===== config.mk =====
export PLATFORM = sky130hd
export DESIGN_NAME = uart_tx_fifo
export DESIGN_NICKNAME = d
export VERILOG_FILES = /design/src/rtl/uart_tx_fifo.sv
export SDC_FILE = /design/constraint.sdc
export NUM_CORES = 1
export LEC_CHECK = 0
export ABC_CLOCK_PERIOD_IN_PS = 2900
export CAP_MARGIN = 40
export CORE_UTILIZATION = 55
export DETAILED_ROUTE_END_ITERATION = 7
export DONT_BUFFER_PORTS = 1
export PLACE_DENSITY = 0.7
export SYNTH_ARGS = -nofsm -noshare
export SYNTH_HDL_FRONTEND = slang
export SYNTH_SLANG_ARGS = --single-unit

===== constraint.sdc =====
create_clock -name clk -period 2.9 [get_ports clk]
set_clock_uncertainty 0.05 [all_clocks]
set_input_delay 0.58 -clock clk [delete_from_list [all_inputs] [get_ports clk]]
set_output_delay 0.58 -clock clk [all_outputs]
set_load 0.005 [all_outputs]

===== src/rtl/uart_tx_fifo.sv =====
// rtl/uart_tx_fifo.sv - UART transmitter fed by a byte FIFO with valid/ready input
//
// Purpose: buffers bytes from the upstream stage in a 2**FIFO_AW deep circular
// FIFO and serializes them LSB first as 8N1 frames at CLK_HZ/BAUD cycles per
// bit. Defining UART_TX_PARITY_EN compiles in an even-parity bit (8E1).
//
// Ports:
//   clk        in   system clock, rising edge
//   rst        in   asynchronous active-high reset
//   data       in   byte from upstream
//   data_valid in   data is valid this cycle
//   data_ready out  FIFO can accept a byte
//   tx         out  registered serial line, idle high
//   busy       out  frame in progress or FIFO non-empty
//   fifo_level out  number of bytes stored in the FIFO
module uart_tx_fifo #(
  parameter int CLK_HZ  = 50000000,
  parameter int BAUD    = 115200,
  parameter int FIFO_AW = 3
) (
  input  logic               clk,
  input  logic               rst,
  input  logic [7:0]         data,
  input  logic               data_valid,
  output logic               data_ready,
  output logic               tx,
  output logic               busy,
  output logic [FIFO_AW:0]   fifo_level
);

  localparam int DIV   = CLK_HZ / BAUD;
  localparam int DEPTH = 2 ** FIFO_AW;
  localparam int CW    = $clog2(DIV);
  localparam logic [CW-1:0]    CNT_LAST = CW'(DIV - 1);
  localparam logic [FIFO_AW:0] LVL_FULL = (FIFO_AW + 1)'(DEPTH);

`ifdef UART_TX_PARITY_EN
  typedef enum logic [2:0] {S_IDLE, S_START, S_DATA, S_PARITY, S_STOP} state_t;
`else
  typedef enum logic [1:0] {S_IDLE, S_START, S_DATA, S_STOP} state_t;
`endif

  state_t             state_q, state_d;
  logic [CW-1:0]      cnt_q, cnt_d;
  logic [2:0]         bit_q, bit_d;
  logic [7:0]         shift_q, shift_d;
  logic               tx_q, tx_d;
  logic [FIFO_AW-1:0] wptr_q, rptr_q;
  logic [FIFO_AW:0]   level_q, level_d;
  logic [7:0]         mem_q [DEPTH];
`ifdef UART_TX_PARITY_EN
  logic               par_q, par_d;
`endif

  logic       push, pop, has_data, bit_end;
  logic [7:0] head;

  assign data_ready = (level_q != LVL_FULL);
  assign push       = data_valid && data_ready;
  assign has_data   = (level_q != '0);
  assign bit_end    = (cnt_q == CNT_LAST);
  assign head       = mem_q[rptr_q];

  assign tx         = tx_q;
  assign fifo_level = level_q;
  assign busy       = (state_q != S_IDLE) || has_data;

  always_comb begin
    state_d = state_q;
    cnt_d   = bit_end ? '0 : cnt_q + 1'b1;
    bit_d   = bit_q;
    shift_d = shift_q;
    pop     = 1'b0;
    tx_d    = 1'b1;
`ifdef UART_TX_PARITY_EN
    par_d   = par_q;
`endif
    case (state_q)
      S_IDLE: begin
        cnt_d = '0;
        if (has_data) begin
          pop     = 1'b1;
          shift_d = head;
`ifdef UART_TX_PARITY_EN
          par_d   = ^head;
`endif
          state_d = S_START;
        end
      end
      S_START: begin
        tx_d = 1'b0;
        if (bit_end) begin
          state_d = S_DATA;
          bit_d   = '0;
        end
      end
      S_DATA: begin
        tx_d = shift_q[0];
        if (bit_end) begin
          shift_d = shift_q >> 1;
          bit_d   = bit_q + 1'b1;
          if (bit_q == 3'd7) begin
`ifdef UART_TX_PARITY_EN
            state_d = S_PARITY;
`else
            state_d = S_STOP;
`endif
          end
        end
      end
`ifdef UART_TX_PARITY_EN
      S_PARITY: begin
        tx_d = par_q;
        if (bit_end) state_d = S_STOP;
      end
`endif
      S_STOP: begin
        tx_d = 1'b1;
        if (bit_end) begin
          // Chain straight into the next start bit so queued frames are contiguous.
          if (has_data) begin
            pop     = 1'b1;
            shift_d = head;
`ifdef UART_TX_PARITY_EN
            par_d   = ^head;
`endif
            state_d = S_START;
          end else begin
            state_d = S_IDLE;
          end
        end
      end
      default: state_d = S_IDLE;
    endcase
  end

  always_comb begin
    level_d = level_q;
    if (push && !pop)      level_d = level_q + 1'b1;
    else if (!push && pop) level_d = level_q - 1'b1;
  end

  always_ff @(posedge clk or posedge rst) begin
    if (rst) begin
      state_q <= S_IDLE;
      cnt_q   <= '0;
      bit_q   <= '0;
      shift_q <= '0;
      tx_q    <= 1'b1;
      wptr_q  <= '0;
      rptr_q  <= '0;
      level_q <= '0;
`ifdef UART_TX_PARITY_EN
      par_q   <= 1'b0;
`endif
    end else begin
      state_q <= state_d;
      cnt_q   <= cnt_d;
      bit_q   <= bit_d;
      shift_q <= shift_d;
      tx_q    <= tx_d;
      level_q <= level_d;
      if (push) wptr_q <= wptr_q + 1'b1;
      if (pop)  rptr_q <= rptr_q + 1'b1;
`ifdef UART_TX_PARITY_EN
      par_q   <= par_d;
`endif
    end
  end

  // Storage needs no reset: only slots covered by fifo_level are ever read.
  always_ff @(posedge clk) begin
    if (push) mem_q[wptr_q] <= data;
  end

endmodule

==> results.toml, run 1 <==
[run_status]
outcome = "finished, final reports clean"

[clocking]
hold_buffers = 0
cts_buffers = 9
cts.sinks = 97
cts.path.max_buffers = 2
clkLatencyLatePin_ns = 0.36
htreeDepth = 3
clkTransAtPathRegs_ns = 0.10
cts_tree = "done"
cts_root_buffer = "clkbuf_8"

[critical_path]
worstPathRequired_ns = 3.15
crit_chain = "nor3_1 > nand2_1 > nand2_1 > inv_1 > ha_1 > inv_1 > ha_1 > a21o_1 > a21oi_1 > mux2i_1 > xnor2_1"
crit_fanout = 7
r2r_slack_ns = 0.25
cpMaxStageDelayCell = "dfrtp_1"
max_stage_delay_ns = 0.50
worstPathArrival_ns = 2.89
rr_endpoint = "fifo_level[3]"
startpoint_type = "flip-flop"
end_kind = "flip-flop"
reg2regPathDepth = 11
reg2reg_from = "fifo_level[0]"
worst-setup-path-type = "flip-flop to flip-flop"

[placed_design]
port_buffers = 0
hpwl_mm = 4.412
dp.cells = 362
gp_congestion = 0.7397

[final_layout]
drive_gt1_share_pct = 22.22
fin_util_pct = 62.51
diodes = 0
nNetsFinal = 301
final_cell_mix = "edfxtp_1 (64), dfrtp_1 (32), mux2_2 (23)"
layout_commonest_cell = "edfxtp_1"
final_cells = 378
syn_to_final_growth_pct = 8.121

[global_route]
antenna_found_initial = 0
track_usage_pct = 18.30
grt_pass1_vias = 2125
grt_max_degree = 34
grt_pass1_wl_mm = 11.05
grt-ovfl-total = 0

[sta]
setup_tns_ns = 0
fmax_mhz = 377.6
slew_violations = 0
period_minus_slack_ns = 2.648
worst_pin_slew_ns = 0.6921
rsz0062_at_grt = "no"
finalSetupViolCount = 0
relSlewSlack_pct = 53.86
finalCritPeriodShare_pct = 91.31
hold_viol = 0

[route]
drt_iter0_markers = 120
antenna_left = 0
routed_wl_mm = 6.780
routedWlPerCell_um = 17.94
dr_total_vias = 2152
firstDrtPassIters = 4
drc = 0
via_per_inst = 5.693

[synthesis]
synthesis.nets = 286
ys_seq_area_share_pct = 64.18
synth_top_area_share_pct = 44.87
ys_async_sr_fraction_pct = 34.02
synthCells = 259
synth_area_um2 = 4283
synth.distinct_cells = 41
synth_area_per_cell_um2 = 16.54
yosys_warnings = 0
yosysTopAreaCell = "edfxtp_1"
ys_ff_latch = 97
synth-edff-count = 64
synth-main-ff-cell = "edfxtp_1"
synth.area.top_cells = "edfxtp_1 (45%), dfrtp_1 (19%), mux4_1 (6.7%), mux2_2 (6.0%), ha_1 (4.4%)"

[power]
p_leak_nw = 1.780
p_total_w = 0.003106
ir_drop_mv = 0.3863
powerDensity_nw_per_um2 = 670.8

[floorplanning]
rows = 31
core_area_um2 = 7408
initial_core_util_pct = 57.81
die_h_um = 90.25
dieArea_um2 = 8144
io_pins = 18
die_w_um = 90.25

[flow_run]
cap_violations = 0

[worst_hold_path]
worstHoldPathType = "primary input to async pin"
cell usage after synthesis, types with 2 or more instances:
cell       n
clkbuf_1   2
mux2_2    23
edfxtp_1  64
dfrtp_1   32
inv_1     10
nor3_1     8
nand3_1    4
buf_6      4
or2_2      2
xnor2_1   10
nand2b_1   2
ha_1      15
xor2_1     4
a21o_1     2
nor2_1    19
nor4_1     2
mux4_2     5
nand2_1    8
a21oi_1    3
o21ai_0    4
a32o_1     2
mux2i_1    5
mux4_1    11
sequential cells by signal, summed over array words and instances, names as in the netlist:
name        flops
fifo_level      4
cnt_q           9
shift_q         8
mem_q          64
tx              1
bit_q           3
rptr_q          3
state_q         2
wptr_q          3
where the power goes:
| group | leakage (nW) | internal (W) | switching [W] |
|---|---|---|---|
| Clock | 0.104 | 0.000348 | 0.000529 |
| Combinational | 0.692 | 0.000212 | 0.000227 |
| Sequential | 0.984 | 0.00167 | 0.000123 |
kinds of logic (layout without fill, tap and decap cells):
| kind of cell | count (synthesis) | in the layout | synth area share (%) |
|---|---|---|---|
| buffers and inverters | 19 | 39 | 2.775 |
| flip-flops | 97 | 97 | 64.18 |
| XOR/XNOR | 14 | 14 | 2.863 |
| adder cells (fa/ha/maj) | 16 | 16 | 4.850 |
| multiplexers | 44 | 44 | 16.59 |
| AO/OA/AOI/OAI | 17 | 17 | 2.746 |
| AND/OR/NAND/NOR | 52 | 52 | 5.989 |
critical path: cells and delay by family, from the launching register on:
| family | cells | cell delay [ns] |
|---|---|---|
| and+or+nand+nor | 3 | 0.53 |
| DFF | 1 | 0.50 |
| adders and majority gates | 2 | 0.49 |
| AOI/OAI and AO/OA | 2 | 0.35 |
| buffers and inverters | 2 | 0.29 |
| muxes | 1 | 0.23 |
| xor gates and xnor gates | 1 | 0.13 |
per-layer routing:
metal / vias up / part of all wire, % / GRT usage, % / routed length (um)
met1: 1088 / 46 / 24.40 / 3094
met4: 0 / 1.6 / 7.392 / 106
met5: - / 0 / 0 / 0
met3: 11 / 3.4 / 4.061 / 231
li1: 1011 / - / - / -
met2: 42 / 49 / 29.39 / 3347
final cells by class:
class,instances,area (um^2)
fillers,542,2778
flip-flops and latches,97,2749
multi-input cells,143,1420
clock buffers,9,123.9
well taps,99,123.9
repair buffers,13,97.59
clock inverters,7,78.83
inverters,10,37.54
timing repair:
action,4_1_cts,5_1_grt
hold endpoints to repair,0,0
setup buffers,0,0
endpoints found under the setup margin,0,1
gates resized for setup,0,1
through the flow:
step / area [um^2] / hold WS (ns) / worst slack, ns
floorplan: 4283 / 0.4136 / 0.3108
global placement: 4423 / 0.4324 / 0.3221
detailed placement: 4423 / 0.4375 / 0.2291
CTS: 4626 / 0.1334 / 0.1976
global route: 4631 / 0.1700 / 0.02547
finish: 4631 / 0.1286 / 0.2520
worst max path at each step:
stage | from | to | slack (ns)
2_1_floorplan | cnt_q[1] | fifo_level[3] | 0.31
3_3_place_gp | cnt_q[1] | fifo_level[3] | 0.32
3_5_place_dp | cnt_q[1] | fifo_level[3] | 0.23
4_1_cts | cnt_q[1] | fifo_level[3] | 0.20
5_1_grt | fifo_level[0] | fifo_level[3] | 0.03
6_report | fifo_level[0] | fifo_level[3] | 0.25
No activity file was read; power rests on OpenSTA's default activity.
==> run 2, diff against run 1 <==
--- a/config.mk
+++ b/config.mk
@@ -5,12 +5,12 @@
 export SDC_FILE = /design/constraint.sdc
 export NUM_CORES = 1
 export LEC_CHECK = 0
-export ABC_CLOCK_PERIOD_IN_PS = 2900
+export ABC_CLOCK_PERIOD_IN_PS = 2100
 export CAP_MARGIN = 40
 export CORE_UTILIZATION = 55
 export DETAILED_ROUTE_END_ITERATION = 7
 export DONT_BUFFER_PORTS = 1
-export PLACE_DENSITY = 0.7
+export PLACE_DENSITY = 0.73
 export SYNTH_ARGS = -nofsm -noshare
 export SYNTH_HDL_FRONTEND = slang
 export SYNTH_SLANG_ARGS = --single-unit
==> constraint.sdc (replaced) <==
create_clock -name clk -period 2.1 [get_ports clk]
set_clock_uncertainty 0.05 [all_clocks]
set_input_delay 0.42 -clock clk [delete_from_list [all_inputs] [get_ports clk]]
set_output_delay 0.42 -clock clk [all_outputs]
set_load 0.005 [all_outputs]
==> results.toml, run 2 (synthesized netlist as in run 1, its figures left out) <==
[worst_hold_path]
hold_path_end = "mem_q[4][4]"
hold_depth = 0
worstHoldPathType = "primary input to flip-flop"
hp-start = "data[4]"

[global_route]
grt_pass1_vias = 2498
track_usage_pct = 20.74
grt_pass1_wl_mm = 12.46
grt-busiest-layer = "met2"
use_met3_pct = 6.091
met2_usage_pct = 35.56
met1_usage_pct = 25.38
antenna_found_initial = 0
grt-ovfl-total = 0
grt_max_degree = 21

[final_layout]
final_cell_area_um2 = 5105
nNetsFinal = 344
final_cell_mix = "edfxtp_1 (64), buf_4 (48), dfrtp_1 (31)"
layout_commonest_cell = "edfxtp_1"
reg.largest.list = "mem_q (64), cnt_q (9), shift_q (8)"
drive_gt1_share_pct = 38.82
diodes = 0
largest_register_ffs = 64
top_register = "mem_q"
syn_to_final_growth_pct = 19.19

[run_status]
outcome = "finished with violations"
violations = "negative setup slack"

[sta]
finalSetupViolCount = 3
period_minus_slack_ns = 2.484
fin_hold_ws_ns = 0.08237
finalCritPeriodShare_pct = 118.3
fmax_mhz = 402.6
hold_viol = 0
relSlewSlack_pct = 61.26
rsz0062_at_grt = "yes"
worst_pin_slew_ns = 0.5804
fin_ws_ns = -0.3836
slew_violations = 0

[clocking]
cts_tree = "done"
cts_root_buffer = "clkbuf_8"
clkTransAtPathRegs_ns = 0.10
cts.sinks = 97
cts_buffers = 9
clkLatencyLatePin_ns = 0.37
htreeDepth = 3
cts.path.max_buffers = 2

[route]
routedWlPerCell_um = 18.32
firstDrtPassIters = 4
routed_wl_mm = 7.711
drt_iter0_markers = 91
via_per_inst = 5.515
dr_total_vias = 2322
drc = 0
antenna_left = 0

[critical_path]
cp_common_cell = "ha_4"
crit_chain = "inv_2 > ha_4 > and4b_2 > a31oi_4 > nor3_2 > inv_1 > ha_4 > inv_6 > ha_4 > a21o_1 > a21oi_2 > mux2i_1 > xnor2_1"
rr_endpoint = "fifo_level[3]"
worstPathArrival_ns = 2.73
critPathBufInv = 3
r2r_slack_ns = -0.38
max_stage_delay_ns = 0.40
cpMaxStageDelayCell = "dfrtp_1"
startpoint_type = "flip-flop"
reg2reg_from = "cnt_q[1]"
crit_fanout = 4
worst-setup-path-type = "flip-flop to flip-flop"
end_kind = "flip-flop"
worstPathRequired_ns = 2.35
cp_top_family = "adder cells"
reg2regPathDepth = 13

[power]
p_total_w = 0.004611
powerDensity_nw_per_um2 = 903.3
p_leak_nw = 2.013
ir_drop_mv = 0.7539

[floorplanning]
rows = 31
die_w_um = 90.25
initial_core_util_pct = 57.81
die_h_um = 90.25
dieArea_um2 = 8144
io_pins = 18
core_area_um2 = 7408

[placed_design]
hpwl_mm = 5.000
pre_cts_ws_ns = -0.4370
gp_congestion = 0.7382
post_dp_cell_area_um2 = 4725
port_buffers = 0

[flow_run]
cap_violations = 0
## run 2: worst max-delay path by stage
stage / start / slack (ns) / end / cells past startpoint
after floorplan: cnt_q[1] / -0.34 / fifo_level[3] / 13
after global placement: cnt_q[1] / -0.29 / fifo_level[3] / 13
after detailed placement: cnt_q[1] / -0.44 / fifo_level[3] / 13
after CTS: cnt_q[1] / -0.37 / fifo_level[3] / 13
after global routing: cnt_q[1] / -0.52 / fifo_level[3] / 13
final: cnt_q[1] / -0.38 / fifo_level[3] / 13
## run 2: stage by stage
step           instances  util (%)  TNS [ns]
2_1_floorplan        259         -   -0.6661
3_3_place_gp         394     63.77   -0.5971
3_5_place_dp         394     63.77    -1.086
4_1_cts              420     67.93    -1.042
5_1_grt              421     68.91    -1.221
6_report             421     68.91   -0.8747
## run 2: cell type report
class,instances,area [um^2]
clock buffers,9,123.9
clock inverters,7,72.57
fillers,488,2303
inverters,10,42.54
multi-input cells,143,1503
flip-flops and latches,97,2750
well taps,99,123.9
repair buffers,56,489.2
## run 2: metal layers
metal	share of wire, %	up-vias
li1	-	1099
met1	44	1178
met2	52	36
met3	3.3	9
met4	1.2	0
met5	0	-
## run 2: what timing repair did
| action | 4_1_cts | 5_1_grt |
|---|---|---|
| resized for setup | 7 | 25 |
| pin swaps | 3 | 3 |
| hold buffers | 1 | 0 |
| cloned | 0 | 1 |
| buffers inserted | 9 | 3 |
| endpoints found under the setup margin | 9 | 11 |
| hold endpoints to repair | 12 | 0 |
## run 2: report_power, final
part	leakage, nW	internal [W]	switching [W]
clock network	0.0970	0.000467	0.000732
registers	0.984	0.00230	0.000129
logic	0.932	0.000516	0.000462
total	2.01	0.00329	0.00132
## run 2: worst register-to-register path: cells and delay by family (launching register included)
family / cells / cell delay [ns]
adders and majority gates: 3 / 0.48
and+or+nand+nor: 2 / 0.45
AOI/OAI and AO/OA: 3 / 0.42
DFF: 1 / 0.40
buffers and inverters: 3 / 0.24
muxes: 1 / 0.23
xor gates and xnor gates: 1 / 0.14
==> run 3, diff against run 2 <==
--- a/config.mk
+++ b/config.mk
@@ -7,10 +7,10 @@
 export LEC_CHECK = 0
 export ABC_CLOCK_PERIOD_IN_PS = 2100
 export CAP_MARGIN = 40
-export CORE_UTILIZATION = 55
+export CORE_UTILIZATION = 57
 export DETAILED_ROUTE_END_ITERATION = 7
 export DONT_BUFFER_PORTS = 1
-export PLACE_DENSITY = 0.73
+export PLACE_DENSITY = 0.75
 export SYNTH_ARGS = -nofsm -noshare
 export SYNTH_HDL_FRONTEND = slang
 export SYNTH_SLANG_ARGS = --single-unit
==> results.toml, run 3 (synthesized netlist as in run 1, its figures left out) <==
[critical_path]
end_kind = "flip-flop"
cpMaxStageDelayCell = "fa_2"
reg2reg_from = "cnt_q[1]"
crit_start = "cnt_q[1]"
startpoint_type = "flip-flop"
crit_chain = "inv_1 > ha_2 > and4b_2 > a31oi_4 > nor3_4 > inv_2 > ha_4 > clkinv_4 > buf_6 > fa_2 > mux2_4"
worstPathArrival_ns = 2.68
worstPathRequired_ns = 2.30
crit_fanout = 3
worst-setup-path-type = "flip-flop to flip-flop"
max_stage_delay_ns = 0.42

[placed_design]
gp_congestion = 0.7443
post_dp_cell_area_um2 = 4733
port_buffers = 0
dp.cells = 396
hpwl_mm = 4.800

[clocking]
clkTransAtPathRegs_ns = 0.11
clkLatencyLatePin_ns = 0.37
htreeDepth = 3
cts.sinks = 97
cts_root_buffer = "clkbuf_8"
cts_tree = "done"
cts_buffers = 9
cts.path.max_buffers = 2

[final_layout]
nNetsFinal = 350
final_cell_area_um2 = 5159
top_register = "mem_q"
largest_register_ffs = 64
fin_util_pct = 71.12
layout_commonest_cell = "edfxtp_1"
diodes = 0
syn_to_final_growth_pct = 20.45
n_fill_cell = 481
final_cells = 427
final_cell_mix = "edfxtp_1 (64), buf_4 (56), dfrtp_1 (31)"
drive_gt1_share_pct = 40.24
reg.largest.list = "mem_q (64), cnt_q (9), shift_q (8)"

[power]
powerDensity_nw_per_um2 = 898.1
p_leak_nw = 2.050
ir_drop_mv = 0.5801

[route]
routedWlPerCell_um = 18.65
via_per_inst = 5.532
dr_total_vias = 2362
wl_met2_mm = 4.175
routed_wl_mm = 7.964
drt_iter0_markers = 94
drc = 0
antenna_left = 0
top_layer = "met4"
firstDrtPassIters = 5
drt-met1-wl_mm = 3.466
wl_met3_um = 189

[sta]
slew_violations = 0
setup_tns_ns = -0.9103
fin_ws_ns = -0.3755
fmax_mhz = 404.0
relSlewSlack_pct = 63.17
finalSetupViolCount = 3
period_minus_slack_ns = 2.475
finalCritPeriodShare_pct = 117.9
rsz0062_at_grt = "yes"
hold_viol = 0
worst_pin_slew_ns = 0.5524

[floorplanning]
die_h_um = 88.68
rows = 31
dieArea_um2 = 7864
io_pins = 18
die_w_um = 88.68
initial_core_util_pct = 59.05
core_area_um2 = 7253

[global_route]
track_usage_pct = 22.12
grt-ovfl-total = 0
grt_pass1_vias = 2428
grt_pass1_wl_mm = 12.10
antenna_found_initial = 0
grt_max_degree = 34

[run_status]
outcome = "finished with violations"
violations = "negative setup slack"

[worst_hold_path]
hp-start = "data[4]"
worstHoldPathType = "primary input to flip-flop"

[flow_run]
cap_violations = 0
run 3: changes by cell type in the layout (fill, tap and decap cells not counted), moves of 2 or more:
cell,delta
o21ai_1,+2
mux2_2,-3
buf_4,+8
mux2_4,+3
run 3: final timing paths:
| check | end | slack (ns) | depth (start not counted) |
|---|---|---|---|
| min | mem_q[6][4] | 0.09 | 0 |
| max | fifo_level[1] | -0.38 | 11 |
| min in group asynchronous | wptr_q[2] | 0.54 | 3 |
| min reg2reg | tx | 0.45 | 2 |
| max in group asynchronous | tx | 1.13 | 3 |
| max reg2reg | fifo_level[1] | -0.38 | 11 |
run 3: metrics by stage:
stage | total power (W) | hold WS, ns | worst slack (ns)
after global placement | 0.003266 | 0.3760 | -0.2872
after CTS | 0.004503 | 0.07760 | -0.3308
after detailed placement | 0.003308 | 0.3812 | -0.3611
after global routing | 0.004835 | 0.06400 | -0.4719
after floorplan | 0.002925 | 0.4136 | -0.3367
final | 0.004633 | 0.08673 | -0.3755
run 3: power breakdown:
part / switching [W] / internal [W] / total (W)
Combinational: 0.000465 / 0.000524 / 0.000989
Clock: 0.000723 / 0.000476 / 0.00120
Sequential: 0.000142 / 0.00230 / 0.00245
run 3: critical path: cells and delay by family, from the launching register on:
family	cells	cell delay, ns
adder cells (fa/ha/maj)	3	0.74
AND/OR/NAND/NOR	2	0.49
flip-flops	1	0.40
buffers and inverters	4	0.29
multiplexers	1	0.28
AO/OA/AOI/OAI	1	0.11
run 3: area by class of cell:
| type | count | area [um^2] | area share, % |
|---|---|---|---|
| clock buffer | 9 | 123.9 | 2.401 |
| clock inverter | 7 | 76.32 | 1.480 |
| inverter | 10 | 42.54 | 0.8246 |
| multi-input combinational | 143 | 1524 | 29.54 |
| sequential | 97 | 2750 | 53.31 |
| tap | 99 | 123.9 | 2.401 |
| timing repair buffer | 62 | 518.0 | 10.04 |
run 3: layer usage:
| metal | global-route usage [%] | vias up |
|---|---|---|
| met4 | 8.798 | 0 |
| met5 | 0 | - |
| li1 | - | 1103 |
| met1 | 26.70 | 1212 |
| met2 | 39.02 | 37 |
| met3 | 4.571 | 10 |
run 3: repair_timing:
action | in CTS | in global routing
cloned | 0 | 1
resized for setup | 6 | 30
pin swaps | 7 | 9
hold endpoints to repair | 32 | 0
endpoints found under the setup margin | 9 | 14
buffers inserted | 9 | 6
hold buffers | 1 | 0
